**config.mk**
```make
export PLATFORM = sky130hd
export DESIGN_NAME = id_operand_stage_flat
export DESIGN_NICKNAME = d
export VERILOG_FILES = /design/src/rtl/id_operand_stage_if.sv /design/src/rtl/id_operand_stage.sv /design/src/flat_wrapper.sv
export SDC_FILE = /design/constraint.sdc
export NUM_CORES = 2
export LEC_CHECK = 0
export CAP_MARGIN = 40
export CORE_UTILIZATION = 56
export DETAILED_ROUTE_END_ITERATION = 16
export PLACE_DENSITY = 0.76
export SLEW_MARGIN = 20
export SYNTH_ARGS = -nofsm -noshare
export SYNTH_HDL_FRONTEND = slang
export SYNTH_SLANG_ARGS = --single-unit
```
**constraint.sdc**
```tcl
create_clock -name clk -period 2.3 [get_ports clk]
set_input_delay 0.46 -clock clk [delete_from_list [all_inputs] [get_ports clk]]
set_output_delay 0.46 -clock clk [all_outputs]
set_load 0.02 [all_outputs]
```
**src/rtl/id_operand_stage_if.sv**
```systemverilog
// id_operand_stage_if -- handshake and datapath bundle for the decode/operand stage.
//   Upstream side : in_valid/in_ready/instr and the register write-back port (wb_*).
//   Downstream side: out_valid/out_ready and the registered ALU operands/control
//                    (alu_operation, input_data1, input_data2, dest_reg, reg_write, illegal).
//   modport slave  : the stage itself.
//   modport master : whatever drives instructions/write-back and consumes the operands.
interface id_operand_stage_if #(
  parameter int DATA_W = 32,
  parameter int IDX_W  = 5
);
  logic              in_valid;
  logic              in_ready;
  logic [31:0]       instr;
  logic              wb_en;
  logic [IDX_W-1:0]  wb_addr;
  logic [DATA_W-1:0] wb_data;
  logic              out_valid;
  logic              out_ready;
  logic [2:0]        alu_operation;
  logic [DATA_W-1:0] input_data1;
  logic [DATA_W-1:0] input_data2;
  logic [IDX_W-1:0]  dest_reg;
  logic              reg_write;
  logic              illegal;

  modport slave (
    input  in_valid, instr, wb_en, wb_addr, wb_data, out_ready,
    output in_ready, out_valid, alu_operation, input_data1, input_data2,
           dest_reg, reg_write, illegal
  );

  modport master (
    output in_valid, instr, wb_en, wb_addr, wb_data, out_ready,
    input  in_ready, out_valid, alu_operation, input_data1, input_data2,
           dest_reg, reg_write, illegal
  );
endinterface

```
**src/rtl/id_operand_stage.sv**
```systemverilog
// id_operand_stage -- MIPS decode/operand stage feeding the ALU.
//   Decodes one instruction per in_valid/in_ready handshake, reads rs/rt from a
//   REG_CNT x DATA_W register file (one write-back port, same-cycle bypass, r0 = 0),
//   picks rt or the extended immediate for operand 2 and derives the 3-bit ALU op.
//   Results sit in a one-entry valid/ready output register.
// Ports:
//   clk   : rising-edge clock
//   rst_n : asynchronous active-low reset (clears register file and output register)
//   bus   : id_operand_stage_if.slave (instruction, write-back and operand signals)
// Build option:
//   ILLEGAL_TRAP_EN defined   -> illegal instructions are consumed but not forwarded,
//                                and a sticky illegal flag is raised.
//   ILLEGAL_TRAP_EN undefined -> illegal instructions are forwarded as op 3'b011
//                                with no register write; illegal stays 0.
module id_operand_stage #(
  parameter int DATA_W  = 32,
  parameter int REG_CNT = 32
) (
  input logic             clk,
  input logic             rst_n,
  id_operand_stage_if.slave bus
);
  logic [REG_CNT-1:0][DATA_W-1:0] r_rf;

  logic [5:0]        w_opc, w_fn;
  logic [4:0]        w_rs, w_rt, w_rd;
  logic [15:0]       w_imm;
  logic [DATA_W-1:0] w_rs_val, w_rt_val;
  logic [2:0]        w_op, w_op_out;
  logic [DATA_W-1:0] w_d2;
  logic [4:0]        w_dest;
  logic              w_wr, w_ill;
  logic              w_cap, w_fwd;

  logic              r_vld;
  logic [2:0]        r_op;
  logic [DATA_W-1:0] r_d1, r_d2;
  logic [4:0]        r_dest;
  logic              r_wr;

  assign w_opc = bus.instr[31:26];
  assign w_rs  = bus.instr[25:21];
  assign w_rt  = bus.instr[20:16];
  assign w_rd  = bus.instr[15:11];
  assign w_imm = bus.instr[15:0];
  assign w_fn  = bus.instr[5:0];

  // Register file; entry 0 is never written so it stays at its reset value.
  always_ff @(posedge clk or negedge rst_n) begin
    if (!rst_n)
      r_rf <= '0;
    else if (bus.wb_en && bus.wb_addr != '0)
      r_rf[bus.wb_addr] <= bus.wb_data;
  end

  // Write-through: a write landing this cycle is visible to the instruction captured now.
  assign w_rs_val = (w_rs == '0) ? '0 :
                    (bus.wb_en && bus.wb_addr == w_rs) ? bus.wb_data : r_rf[w_rs];
  assign w_rt_val = (w_rt == '0) ? '0 :
                    (bus.wb_en && bus.wb_addr == w_rt) ? bus.wb_data : r_rf[w_rt];

  always_comb begin
    w_op   = 3'b000;
    w_d2   = w_rt_val;
    w_dest = '0;
    w_wr   = 1'b0;
    w_ill  = 1'b0;
    case (w_opc)
      6'h00: begin
        w_dest = w_rd;
        w_wr   = 1'b1;
        case (w_fn)
          6'h20:   w_op = 3'b010;
          6'h22:   w_op = 3'b110;
          6'h24:   w_op = 3'b000;
          6'h25:   w_op = 3'b001;
          6'h2A:   w_op = 3'b111;
          default: begin
            w_ill  = 1'b1;
            w_dest = '0;
            w_wr   = 1'b0;
          end
        endcase
      end
      6'h08, 6'h23: begin
        w_op   = 3'b010;
        w_d2   = {{(DATA_W-16){w_imm[15]}}, w_imm};
        w_dest = w_rt;
        w_wr   = 1'b1;
      end
      6'h0D: begin
        w_op   = 3'b001;
        w_d2   = {{(DATA_W-16){1'b0}}, w_imm};
        w_dest = w_rt;
        w_wr   = 1'b1;
      end
      6'h2B: begin
        w_op = 3'b010;
        w_d2 = {{(DATA_W-16){w_imm[15]}}, w_imm};
      end
      6'h04:   w_op = 3'b110;
      default: w_ill = 1'b1;
    endcase
  end

  assign bus.in_ready = !r_vld || bus.out_ready;
  assign w_cap        = bus.in_valid && bus.in_ready;

`ifdef ILLEGAL_TRAP_EN
  logic r_illegal;

  // Illegal words complete the handshake but never reach the output register.
  assign w_fwd    = w_cap && !w_ill;
  assign w_op_out = w_op;

  always_ff @(posedge clk or negedge rst_n) begin
    if (!rst_n)
      r_illegal <= 1'b0;
    else if (w_cap && w_ill)
      r_illegal <= 1'b1;
  end

  assign bus.illegal = r_illegal;
`else
  // Illegal words pass through as a recognisable no-write op.
  assign w_fwd       = w_cap;
  assign w_op_out    = w_ill ? 3'b011 : w_op;
  assign bus.illegal = 1'b0;
`endif

  // One-entry output register: loads on forward, empties on drain without refill.
  always_ff @(posedge clk or negedge rst_n) begin
    if (!rst_n) begin
      r_vld  <= 1'b0;
      r_op   <= 3'b000;
      r_d1   <= '0;
      r_d2   <= '0;
      r_dest <= '0;
      r_wr   <= 1'b0;
    end else if (w_fwd) begin
      r_vld  <= 1'b1;
      r_op   <= w_op_out;
      r_d1   <= w_rs_val;
      r_d2   <= w_d2;
      r_dest <= w_dest;
      r_wr   <= w_wr;
    end else if (bus.out_ready) begin
      r_vld  <= 1'b0;
    end
  end

  assign bus.out_valid     = r_vld;
  assign bus.alu_operation = r_op;
  assign bus.input_data1   = r_d1;
  assign bus.input_data2   = r_d2;
  assign bus.dest_reg      = r_dest;
  assign bus.reg_write     = r_wr;
endmodule

```
**src/flat_wrapper.sv**
```systemverilog
// flat-port wrapper written by rule: the top's interface ports become plain ports
module id_operand_stage_flat 
#(
  parameter int DATA_W  = 32,
  parameter int REG_CNT = 32
)
  (clk, rst_n, bus_in_valid, bus_instr, bus_wb_en, bus_wb_addr, bus_wb_data, bus_out_ready, bus_in_ready, bus_out_valid, bus_alu_operation, bus_input_data1, bus_input_data2, bus_dest_reg, bus_reg_write, bus_illegal);
  id_operand_stage_if #(.DATA_W(DATA_W), .IDX_W(5)) bus_i ();
  input logic clk;
  input logic rst_n;
  input wire logic [$bits(bus_i.in_valid)-1:0] bus_in_valid;
  input wire logic [$bits(bus_i.instr)-1:0] bus_instr;
  input wire logic [$bits(bus_i.wb_en)-1:0] bus_wb_en;
  input wire logic [$bits(bus_i.wb_addr)-1:0] bus_wb_addr;
  input wire logic [$bits(bus_i.wb_data)-1:0] bus_wb_data;
  input wire logic [$bits(bus_i.out_ready)-1:0] bus_out_ready;
  output wire logic [$bits(bus_i.in_ready)-1:0] bus_in_ready;
  output wire logic [$bits(bus_i.out_valid)-1:0] bus_out_valid;
  output wire logic [$bits(bus_i.alu_operation)-1:0] bus_alu_operation;
  output wire logic [$bits(bus_i.input_data1)-1:0] bus_input_data1;
  output wire logic [$bits(bus_i.input_data2)-1:0] bus_input_data2;
  output wire logic [$bits(bus_i.dest_reg)-1:0] bus_dest_reg;
  output wire logic [$bits(bus_i.reg_write)-1:0] bus_reg_write;
  output wire logic [$bits(bus_i.illegal)-1:0] bus_illegal;
  assign bus_i.in_valid = bus_in_valid;
  assign bus_i.instr = bus_instr;
  assign bus_i.wb_en = bus_wb_en;
  assign bus_i.wb_addr = bus_wb_addr;
  assign bus_i.wb_data = bus_wb_data;
  assign bus_i.out_ready = bus_out_ready;
  assign bus_in_ready = bus_i.in_ready;
  assign bus_out_valid = bus_i.out_valid;
  assign bus_alu_operation = bus_i.alu_operation;
  assign bus_input_data1 = bus_i.input_data1;
  assign bus_input_data2 = bus_i.input_data2;
  assign bus_dest_reg = bus_i.dest_reg;
  assign bus_reg_write = bus_i.reg_write;
  assign bus_illegal = bus_i.illegal;
  id_operand_stage #(.DATA_W(DATA_W), .REG_CNT(REG_CNT)) u_core (.clk(clk), .rst_n(rst_n), .bus(bus_i));
endmodule
```
## After elaboration in Yosys (flattened, before gate mapping)

Cells that the tools add are included.

- Bits in registers: 1098
- Bits of input ports: 74
- Output and inout bits: 76
- Word-level logic and storage cells: 93

- Magnitude comparators: 4
- Equality and inequality tests: 12
- Mux-type cells: 23
- Reductions and logical operators: 16

Operator list:

| cell | count |
|---|---|
| 1024-bit bitwise mux | 1 |
| 32-bit binary-select mux with 5-bit select | 2 |
| 32-bit two-way mux | 7 |
| 32-bit demux with 5-bit select | 1 |
| 32-bit one-hot mux with 2 select lines | 1 |
| 6-bit equality test, second input constant | 7 |
| 3-bit one-hot mux with 4 select lines | 2 |
| 5-bit by 6-bit < comparator with 1-bit output, second input constant | 3 |
| 6-bit by 4-bit equality test with 1-bit output, second input constant | 2 |
| 5-bit equality test | 2 |
| 5-bit zero test | 2 |
| 5-bit one-hot mux with 2 select lines | 1 |
| 5-bit OR reduction | 2 |
| 6-bit by 3-bit equality test with 1-bit output, second input constant | 1 |
| 6-bit zero test | 1 |
| 3-bit OR reduction | 2 |
| 5-bit by 1-bit greater-or-equal comparator with 1-bit output, second input constant | 1 |
| 1-bit logical AND | 5 |
| 5-bit two-way mux | 1 |
| 5-bit nonzero test | 1 |
| 1-bit two-way mux | 4 |
| 1-bit one-hot mux with 2 select lines | 2 |
| 3-bit two-way mux | 1 |
| 2-bit nonzero test | 1 |
| other kinds (2) | 2 |

## Logic depth before layout (Yosys ltp)

- Word-level depth: 5
- Mapped depth: 10
- Gate-level depth less buffers: 5

## Worst setup path after synthesis

OpenSTA, ideal clock, no wires.

- Kind: input -> register
- Start: in bus_instr[23]
- End: reg u_core.r_d1[31] (netlist: u_core.bus.input_data1[31])
- Setup time: 126 ps
- Arrival: 2406 ps
- Data required time: 2174 ps
- Slack: -232 ps
- Cell stages on the path: 8
- Path buffers: 3
- Cells stage by stage: clkbuf_1 clkbuf_1 clkbuf_1 mux4_2 mux4_2 inv_1 o22ai_1 a221o_1

- Word-level cells in the longest chain between the ends: 4
- Elaborated cells on any way between the ends: 7
- Those cells by class: 1 x eq/ne; 4 x mux; 2 x reduce/logical

RTL lines:

| element | line | RTL |
|---|---|---|
| start, declared | flat_wrapper.sv:12 | `input wire logic [$bits(bus_i.instr)-1:0] bus_instr;` |
| 32-bit binary-select mux with 5-bit select or 5-bit equality test (tied branches) | id_operand_stage.sv:58 | `(bus.wb_en && bus.wb_addr == w_rs) ? bus.wb_data : r_rf[w_rs];` |
| 32-bit two-way mux (implied by the code) or 1-bit logical AND (tied branches) | id_operand_stage.sv:58 |  |
| 32-bit two-way mux | id_operand_stage.sv:58 |  |
| 32-bit two-way mux * | id_operand_stage.sv:57 | `assign w_rs_val = (w_rs == '0) ? '0 :` |
| end signal, assigned | id_operand_stage.sv:143 | `r_d1 <= w_rs_val;` |
| end, declared | id_operand_stage.sv:37 | `logic [DATA_W-1:0] r_d1, r_d2;` |

Every way passes the cells marked *; elsewhere a longest branch is shown, timed or not. The select of a mux whose other input is x is not followed.
A chain may end at the register's enable or synchronous reset.

## Worst setup path in the final report

- Start: reg u_core.r_d2[26] (netlist: u_core.bus.input_data2[26])
- End: out bus_input_data2[26]

RTL lines:

| element | line | RTL |
|---|---|---|
| start, declared | id_operand_stage.sv:37 |  |
| start signal, assigned | id_operand_stage.sv:144 | `r_d2 <= w_d2;` |
| end, declared | flat_wrapper.sv:21 | `output wire logic [$bits(bus_i.input_data2)-1:0] bus_input_data2;` |

No word-level cell between the ends.

==> run summary <==
=====================================================================================
Status                                                                      completed
Final clock period utilization by the worst path                                99.1%
Final standard cell area without fillers                                    69100 um2
Number of flops mapped to enable cells by yosys                                     0
Most instantiated flip-flop cell in the synthesis netlist                     dfrtp_1
Overall power after layout                                                    58.4 mW
Cell area after synthesis                                                   57900 um2
Max Clk Rate                                                                0.439 GHz
CTS clock-pin slew for the worst setup and hold paths                         0.06 ns
Data arrival, critical path                                                   1.82 ns
Async S/R FF share, synth                                                        100%
Delay contributed by the slowest stage of the critical path                   0.65 ns
Mapped Nets                                                                      3834
Wire per inst                                                                 32.5 um
Final setup vio count                                                               0
Sum of routed wire length over all layers                                   180000 um
Switching Share                                                                 27.6%
Syn Area/Cell                                                                15.4 um2
Clock tree from TritonCTS                                                         yes
Largest voltage drop on the vdd net                                            637 uV
Type of the tightest min-delay check                                         in2async
Pin count of the biggest net entering global routing                               69
Yosys reg bits                                                                   1098
Most frequent cells after synthesis                                      dfrtp_1, mux2_2, mux4_2
WP buf/inv                                                                          1
Row count                                                                         117
Nature of the critical path endpoint                                       output pin
Clock H-tree levels                                                                 3
Most area-hungry cell type in the Yosys netlist                               dfrtp_1
Int Pwr                                                                       42.3 mW
Top cells by area, synth                                                 dfrtp_1, mux4_2, mux2_2, clkbuf_1, mux2i_1
Cell family contributing the most delay on the critical path             buffers and inverters
ANT nets after route                                                                0
Register with the most flip-flops                                         u_core.r_rf
Final HPWL DP                                                               120000 um
Unrepaired setup endpoints after global routing                                 false
Post-synthesis share of cell area spent on and, or, nand and nor gates          1.92%
Final clock skew                                                            0.0360 ns
Total number of vias                                                            38844
Pleak                                                                         29.9 nW
Max clock buf depth                                                                 3
Post-route minimum period                                                     2.28 ns
Layout overhead on the synthesized area                                         19.3%
Worst-case hold slack                                                        0.364 ns
Placeable core region                                                      102000 um2
Final Hold Viols                                                                    0
Initial standard-cell utilization of the core                                   56.7%
Share of cell area taken by muxes after synthesis                               43.0%
Critical path data required time                                              1.84 ns
Internal reg-to-reg setup slack                                               0.18 ns
Count of cell types in the netlist                                                 67
Length of the first detailed-routing pass in iterations                             6
Pwr per Cell Area                                                          845 nW/um2
Critical path peak fanout                                                           3
Post-Syn Instances                                                               3760
Kind of launch point of the worst setup path                                flip-flop
Buffer cell driving the clock tree root                                     clkbuf_16
CTS Buf Count                                                                     115
Insertion delay of the later-clocked pin in the worst-skew pair               0.73 ns
Number of maximum-capacitance violations                                            0
Ordered list of cells on the worst path                                  clkdlybuf4s50_1
Quantity of I/O buffers inserted on ports                                         148
Die Outline Area                                                           105000 um2
Comb power frac                                                                 22.1%
Cell area reported after detailed placement                                 65100 um2
YS warnings                                                                         0
Total number of nets in the final design                                         4156
Post-detailed-route via-to-cell ratio                                            7.00
Overall fraction of global-route tracks in use                                  35.5%
Worst setup path category                                                     reg2out
First-pass GRT wire length                                                  270000 um
Number of flip-flops in the largest register                                     1024
Die height                                                                     324 um
Antenna violations before repair                                                    6
Sink Count                                                                       1098
Standard cell with the maximum stage delay on the critical path          clkdlybuf4s50_1
Remaining design rule violation count                                               0
X dimension of the die                                                         324 um
Dominant combinational cell family by area after synthesis               multiplexers
Fraction of final layout cells with drive strength greater than 1               55.3%
Compound-Gate Fraction of Synth Area                                            3.64%
Switching power total                                                         16.1 mW
Total congestion overflow                                                           0
Post CTS Setup Buffer Count                                                         0
Worst Max-Slew Pin Slew                                                      0.720 ns
Max transition margin                                                           51.8%
Global placer's final weighted congestion                                       0.932
Xor-xnor portion of the synthesized cell area                                  0.166%
Iter 0 DRT Violations                                                            4177
Register area share after synthesis                                             47.4%
Adder and majority gate portion of the synthesized area                            0%
Number of global-route vias before repair                                       39971
Final Slew Violations                                                               0
Fillers                                                                          6846
Cell with the most instances after synthesis                                  dfrtp_1
Share of the synthesized area in the top cell type                              47.4%
Sequential power share                                                          44.7%
Clock power frac                                                                33.3%
Number of primary I/O pins                                                        150
=====================================================================================
[through the flow]
step	std cells	setup TNS [ns]	setup slack [ns]	util [%]
3_5_place_dp	5332	-180.07	-0.570	63.7
5_1_grt	5546	0	0.0128	67.6
4_1_cts	5546	0	0.000994	67.6
2_1_floorplan	3760	-0.249	-0.0121	-
3_3_place_gp	5331	-164.80	-0.749	63.7
6_report	5548	0	0.0205	67.6
[cell families after synthesis]
logic type,count (synthesis)
mux,1641
flops,1098
buf+inv,498
compound gates,283
simple gates,228
xor+xnor,11
other cells,1
[power groups by stage]
stage | sequential, mW | clock, mW | combinational, mW
5_1_grt | 26.4 | 20.3 | 13.6
3_3_place_gp | 25.9 | 0 | 12.5
4_1_cts | 25.9 | 19.6 | 12.9
6_report | 26.1 | 19.4 | 12.9
2_1_floorplan | 25.3 | 0 | 8.80
3_5_place_dp | 26.2 | 0 | 12.8
[worst paths after layout]
path,start,to,depth (start not counted)
worst min-delay path,rst_n,u_core.r_rf[33]$_DFFE_PN0P_,2
worst min register to register,u_core.r_rf[6]$_DFFE_PN0P_,u_core.r_rf[6]$_DFFE_PN0P_,0
worst max register to register,u_core.r_rf[1007]$_DFFE_PN0P_,u_core.bus.input_data2[15]$_DFFE_PN0P_,7
max in group asynchronous,rst_n,u_core.r_rf[852]$_DFFE_PN0P_,4
min in group clk,bus_instr[8],u_core.bus.input_data2[8]$_DFFE_PN0P_,3
worst max-delay path,u_core.bus.input_data2[26]$_DFFE_PN0P_,bus_input_data2[26],1
[timing repair]
| action | in CTS | in global routing |
|---|---|---|
| hold endpoints to repair | 29 | 0 |
| resized for setup | 19 | 3 |
| setup endpoints to repair | 19 | 3 |
| pin swaps | 0 | 0 |
| hold buffers | 1 | 0 |
[layout by cell type, fill, tap and decap left out, types with 25 or more instances in the layout]
master / instances
clkdlybuf4s50_1: 117
nor2_1: 52
mux2i_1: 62
mux4_2: 575
o21ai_0: 25
dfrtp_1: 1098
a22oi_1: 36
a221o_1: 39
mux2_2: 998
buf_12: 173
clkinv_2: 26
o22ai_1: 61
buf_4: 308
clkinv_1: 60
clkbuf_16: 116
nand2_1: 50
clkbuf_8: 36
[cell type report]
| cell class | instances | area (um2) | share of cell area [%] |
|---|---|---|---|
| Clock inverter | 45 | 507 | 0.733 |
| Inverter | 74 | 278 | 0.402 |
| Clock buffer | 168 | 3460 | 5.01 |
| Multi-Input combinational cell | 2164 | 28400 | 41.1 |
| Timing Repair Buffer | 629 | 7260 | 10.5 |
| Sequential cell | 1098 | 27500 | 39.8 |
| Antenna cell | 2 | 5.00 | 0.00724 |
| Tap cell | 1368 | 1710 | 2.48 |
[routing by layer]
layer / vias to the layer above / share of wire (%) / routed length [um] / track usage, %
li1: 15242 / - / - / -
met1: 20802 / 39 / 69500 / 48.8
met2: 2285 / 46 / 83600 / 53.8
met3: 511 / 9.9 / 17800 / 8.41
met4: 4 / 5.1 / 9200 / 16.7
met5: - / 0.015 / 27 / 0
No activity file was read; power rests on OpenSTA's default activity.
